`src/rtl/delay_timer_pkg.sv`:
```
// Shared definitions for the delay_timer block.
//   state_t              : FSM state encoding (IDLE, SHIFT, COUNT, DONE)
//   SHIFT_BITS_DEF       : default number of serial delay bits
//   CYCLES_PER_UNIT_DEF  : default clock cycles per delay unit
package delay_timer_pkg;

    typedef enum logic [1:0] {
        IDLE  = 2'b00,
        SHIFT = 2'b01,
        COUNT = 2'b10,
        DONE  = 2'b11
    } state_t;

    localparam int unsigned SHIFT_BITS_DEF      = 4;
    localparam int unsigned CYCLES_PER_UNIT_DEF = 1000;

endpackage

```
`src/rtl/delay_timer_unit_tick_counter.sv`:
```
// Modulo-CYCLES_PER_UNIT up-counter that marks the end of each delay unit.
//   clk    : system clock
//   reset  : asynchronous active-low reset
//   en     : advance the counter this cycle
//   clr    : synchronous clear to zero (wins over en)
//   tick   : single-cycle pulse while enabled at the terminal count
module unit_tick_counter
    import delay_timer_pkg::*;
#(
    parameter int unsigned CYCLES_PER_UNIT = CYCLES_PER_UNIT_DEF
) (
    input  logic clk,
    input  logic reset,
    input  logic en,
    input  logic clr,
    output logic tick
);

    localparam int unsigned CW = (CYCLES_PER_UNIT > 1) ? $clog2(CYCLES_PER_UNIT) : 1;
    localparam logic [CW-1:0] TERM = CW'(CYCLES_PER_UNIT - 1);
    localparam logic [CW-1:0] ONE  = CW'(1);

    logic [CW-1:0] cnt;

    always_ff @(posedge clk or negedge reset) begin
        if (!reset) begin
            cnt <= '0;
        end else if (clr) begin
            cnt <= '0;
        end else if (en) begin
            cnt <= (cnt == TERM) ? '0 : cnt + ONE;
        end
    end

    assign tick = en && !clr && (cnt == TERM);

endmodule

```
`src/rtl/delay_timer.sv`:
```
// Delay timer downstream of the 1101 sequence detector.
// After a fresh rise of start_shifting it shifts SHIFT_BITS delay bits in
// from data (MSB first), counts (delay+1)*CYCLES_PER_UNIT cycles, then holds
// done until ack.
//   clk            : system clock, rising edge
//   reset          : asynchronous active-low reset
//   start_shifting : start flag from the detector (may stay high)
//   data           : serial delay bits, MSB first
//   ack            : acknowledge, only looked at in DONE
//   counting       : high while in COUNT
//   done           : high while in DONE
//   count          : remaining delay units while in COUNT, else 0
//
// state | meaning
// ------+---------------------------------------------------------
// IDLE  | waiting for a rising edge of start_shifting
// SHIFT | sampling SHIFT_BITS delay bits from data
// COUNT | timing; count shows remaining units
// DONE  | done high until ack
module delay_timer
    import delay_timer_pkg::*;
#(
    parameter int unsigned SHIFT_BITS      = SHIFT_BITS_DEF,
    parameter int unsigned CYCLES_PER_UNIT = CYCLES_PER_UNIT_DEF
) (
    input  logic                  clk,
    input  logic                  reset,
    input  logic                  start_shifting,
    input  logic                  data,
    input  logic                  ack,
    output logic                  counting,
    output logic                  done,
    output logic [SHIFT_BITS-1:0] count
);

    localparam int unsigned BW = (SHIFT_BITS > 1) ? $clog2(SHIFT_BITS) : 1;
    localparam logic [BW-1:0]         BIT_LAST  = BW'(SHIFT_BITS - 1);
    localparam logic [BW-1:0]         BIT_ONE   = BW'(1);
    localparam logic [SHIFT_BITS-1:0] UNIT_ONE  = SHIFT_BITS'(1);

    state_t                state;
    logic                  start_prev;
    logic [BW-1:0]         bit_cnt;
    // Serves as the shift register during SHIFT and as the remaining-unit
    // counter during COUNT; the value is only exposed while counting.
    logic [SHIFT_BITS-1:0] delay_q;
    logic [SHIFT_BITS-1:0] shifted;
    logic                  counting_q;
    logic                  done_q;
    logic                  trigger;
    logic                  tick;

    assign trigger = start_shifting & ~start_prev;
    assign shifted = {delay_q[SHIFT_BITS-2:0], data};

    unit_tick_counter #(
        .CYCLES_PER_UNIT (CYCLES_PER_UNIT)
    ) u_unit_tick (
        .clk   (clk),
        .reset (reset),
        .en    (state == COUNT),
        .clr   (state != COUNT),
        .tick  (tick)
    );

    always_ff @(posedge clk or negedge reset) begin
        if (!reset) begin
            state      <= IDLE;
            start_prev <= 1'b1;
            bit_cnt    <= '0;
            delay_q    <= '0;
            counting_q <= 1'b0;
            done_q     <= 1'b0;
        end else begin
            start_prev <= start_shifting;
            case (state)
                IDLE: begin
                    if (trigger) begin
                        state   <= SHIFT;
                        bit_cnt <= '0;
                    end
                end
                SHIFT: begin
                    delay_q <= shifted;
                    bit_cnt <= bit_cnt + BIT_ONE;
                    if (bit_cnt == BIT_LAST) begin
                        state      <= COUNT;
                        counting_q <= 1'b1;
                    end
                end
                COUNT: begin
                    if (tick) begin
                        if (delay_q == '0) begin
                            state      <= DONE;
                            counting_q <= 1'b0;
                            done_q     <= 1'b1;
                        end else begin
                            delay_q <= delay_q - UNIT_ONE;
                        end
                    end
                end
                DONE: begin
                    if (ack) begin
                        state  <= IDLE;
                        done_q <= 1'b0;
                    end
                end
                default: begin
                    state      <= IDLE;
                    counting_q <= 1'b0;
                    done_q     <= 1'b0;
                end
            endcase
        end
    end

    assign counting = counting_q;
    assign done     = done_q;
    assign count    = counting_q ? delay_q : '0;

endmodule
```
`config.mk`:
```
export PLATFORM = sky130hd
export DESIGN_NAME = delay_timer
export DESIGN_NICKNAME = d
export VERILOG_FILES = /design/src/rtl/delay_timer_pkg.sv /design/src/rtl/delay_timer_unit_tick_counter.sv /design/src/rtl/delay_timer.sv
export SDC_FILE = /design/constraint.sdc
export NUM_CORES = 1
export LEC_CHECK = 0
export ABC_AREA = 1
export CORE_MARGIN = 2
export CORE_UTILIZATION = 56
export CTS_CLUSTER_SIZE = 10
export DETAILED_ROUTE_END_ITERATION = 8
export PLACE_DENSITY = 0.79
export SLEW_MARGIN = 20
export SYNTH_ARGS = -nofsm -noshare
export SYNTH_HDL_FRONTEND = slang
export SYNTH_SLANG_ARGS = --single-unit
```
`constraint.sdc`:
```
create_clock -name clk -period 1.8 [get_ports clk]
set_input_delay 0.27 -clock clk [delete_from_list [all_inputs] [get_ports clk]]
set_output_delay 0.27 -clock clk [all_outputs]
set_load 0.02 [all_outputs]
```
==> results by group <==
Worst setup path
  • CP Class: flip-flop to primary output
  • Critical Path AT: 1.43 ns
  • Worst-path fanout max: 6
  • Startpoint class of the critical path: flip-flop
  • Crit end category: primary output
  • Req. time, crit path: 1.53 ns

Floorplanning
  • Cell Rows: 17
  • Die area: 0.002599 mm2
  • DIE WIDTH: 50.99 um
  • Core ar.: 0.002148 mm2
  • Die Y-Extent: 50.99 um
  • Initial Utilization: 0.5754
  • # IOs: 11

CTS
  • Clk_lat worst skew: 0.29 ns
  • Clock buffers created by TritonCTS: 3
  • CTS max path bufs: 2
  • CTS tree: done
  • Clock-pin transition on the worst setup and hold timing paths: 0.11 ns
  • Clock sink total: 21
  • H-tree levels: 1
  • CTS root buf: clkbuf_4

Timing
  • Max Clk Rate: 0.5899 GHz
  • Hold Fails Final Rpt: 0
  • Setup TNS: 0 ns
  • Fin crit share: 0.9418
  • Slew Limit Fails: 0
  • RSZ-0062 raised after global routing: no
  • # setup viols final: 0
  • Worst slew pin tran: 0.2634 ns
  • Slew headroom: 0.8244
  • Crit path time final: 1.695 ns
  • Worst Skew: 0.001128 ns

Synthesis
  • Area share of and/or/nand/nor cells after synthesis: 0.3077
  • Post-synthesis mux area share: 0
  • Total nets after synthesis: 172
  • Post-synthesis average cell area: 7.775 um2
  • XOR/XNOR Fraction of Synth Area: 0.02834
  • Largest family of logic cells by synthesized area: simple AND/OR/NAND/NOR gates
  • Fraction of the mapped netlist area in adder cells: 0.08097
  • Seq cells post-synth: 21
  • Post-Synthesis Cells: 159
  • Netlist cell types: 26
  • Complex-gate fraction of the synthesized area: 0.07186
  • Mapped Area: 0.001236 mm2
  • Seq/Total Area, Yosys: 0.4261
  • YS warnings: 0

Global route
  • Initial antenna violation count: 0
  • GR Util met1: 0.2311
  • Grt met2 use: 0.3636
  • Total GRT Usage: 0.1986
  • Busiest grt layer: met2
  • Vias in the first global route: 980
  • First-pass GRT wire length: 3939 um
  • Pin count of the biggest net entering global routing: 22
  • Total congestion overflow: 0
  • GRT met3 Usage: 0.03509

Placed design
  • Dpl hpwl: 1722 um
  • Area of placed instances: 0.001364 mm2
  • GPL Wtd Cong: 0.7584
  • # port buffers: 10

Pwr
  • Pwr per Cell Area: 1411 mW/mm2
  • Internal power: 1.107 mW
  • Switching power: 872.0 uW
  • Flop pwr share: 0.371
  • Static Leak: 0.7216 nW
  • Switching share of power: 0.4406
  • Maximum VDD drop: 932.9 uV
  • Comb pwr share: 0.518
  • Clock Power Share: 0.111

Final layout
  • Final net count: 188
  • Area growth from synthesis to layout: 13.46%
  • Finished Cell Area: 0.001403 mm2
  • Reg area: 529.3 um2
  • Commonest non-fill, non-tap cells in the layout: nand2_1 (45), inv_1 (21), dfrtp_1 (18), nor2_1 (17), nand3_1 (11)
  • Multi-input gate area: 604.3 um2
  • Fillers: 206
  • N_diodes: 0
  • Layout cells sized above 1: 0.1034
  • Commonest non-fill, non-tap cell in the layout: nand2_1

Drt
  • Via count: 1015
  • DR iter-0 viols: 15
  • First-pass iteration count of the detailed router: 4
  • Via/cell ratio: 5.025
  • DRT antenna net count: 0
  • WL/cell: 10.68 um
  • DRC viols: 0
  • Drt total wl: 2158 um

Worst hold path
  • HP Class: primary input to asynchronous set/reset pin

Run
  • # Max-Cap Violations: 0

Status
  • Status: complete, no violations
## state kept, by name, indices dropped and copies added (netlist names)
name	cells
counting	1
u_unit_tick.cnt	10
start_prev	1
bit_cnt	2
done	1
delay_q	4
state	2
## power groups by stage
stage	Sequential, mW	Clock [mW]	Combinational [mW]
after floorplan	0.737	0	0.784
after global placement	0.732	0	0.977
after detailed placement	0.743	0	1.03
after CTS	0.733	0.228	1.03
after global routing	0.757	0.251	1.18
final	0.735	0.220	1.02
## final timing paths
kind,from,endpoint,slack (ns),cells after the start
max reg2reg,state[0]$_DFFE_PN0P_,delay_q[0]$_DFFE_PN0P_,0.32,7
min,reset,u_unit_tick.cnt[6]$_DFF_PN0_,0.31,2
max,counting$_DFFE_PN0P_,count[0],0.10,3
max in group asynchronous,reset,start_prev$_DFF_PN1_,1.22,2
min in group clk,start_shifting,start_prev$_DFF_PN1_,0.41,1
min reg2reg,done$_DFFE_PN0P_,done$_DFFE_PN0P_,0.49,2
## cells in the mapped netlist
master / instances / share of area
buf_8: 1 / 0.012
ha_1: 8 / 0.081
inv_1: 21 / 0.064
nor3_1: 2 / 0.0081
a21oi_2: 1 / 0.0071
dfstp_2: 1 / 0.021
o21ai_0: 4 / 0.016
nand3_1: 11 / 0.045
or2_2: 2 / 0.010
nand2_1: 45 / 0.14
xor2_1: 4 / 0.028
o21a_1: 1 / 0.0061
nor3_2: 1 / 0.0081
nand2_4: 1 / 0.0091
a21boi_0: 1 / 0.0061
nor2_2: 1 / 0.0051
inv_2: 1 / 0.0030
o21ai_1: 3 / 0.012
nand4_1: 3 / 0.015
nand2_2: 1 / 0.0051
nand3_2: 1 / 0.0081
nand3b_1: 1 / 0.0061
nor2_1: 17 / 0.052
a21oi_1: 6 / 0.024
buf_4: 1 / 0.0061
dfrtp_1: 20 / 0.40
## per-layer routing
layer  vias to the layer above  part of all wire
met5                         -                 0
met4                         0             0.011
met2                         7              0.52
met3                         4             0.014
met1                       472              0.45
li1                        532                 -
## cell families (layout without fill, tap and decap cells)
kind of cell    Yosys count  after routing
compound gates           16             16
flops                    21             21
buf+inv                  24             39
fa+ha+maj                 8              8
xor+xnor                  4              4
simple gates             86             86
## per-stage QoR
stage / util / total power, mW / hold slack [ns] / worst slack (ns) / std cells
3_3_place_gp: 0.6348 / 1.709 / 0.4538 / 0.3498 / 197
4_1_cts: 0.6471 / 1.989 / 0.3149 / 0.03151 / 201
5_1_grt: 0.6529 / 2.192 / 0.3145 / 0.01163 / 202
2_1_floorplan: - / 1.521 / -0.02559 / 0.3916 / 159
6_report: 0.6529 / 1.979 / 0.3063 / 0.1048 / 202
3_5_place_dp: 0.6348 / 1.769 / 0.4735 / 0.2494 / 197
## cell type report
cell class | instances | share of cell area
clock buffers | 4 | 0.01873
well taps | 28 | 0.02498
flip-flops and latches | 21 | 0.3773
repair buffers | 13 | 0.08921
multi-input cells | 114 | 0.4309
inverters | 22 | 0.05888
## timing repair
item,CTS,global route
setup buffers,0,1
endpoints found under the setup margin,0,4
hold buffers,0,0
gates resized for setup,0,3
endpoints found under the hold margin,0,0
## worst max-delay path, stage by stage (launching register included)
cell and delay [ns]:
dfrtp_2 0.42, nand2_1 0.07, inv_1 0.05, clkdlybuf4s50_1 0.59
Note: power is estimated with default switching activity, not from simulation.
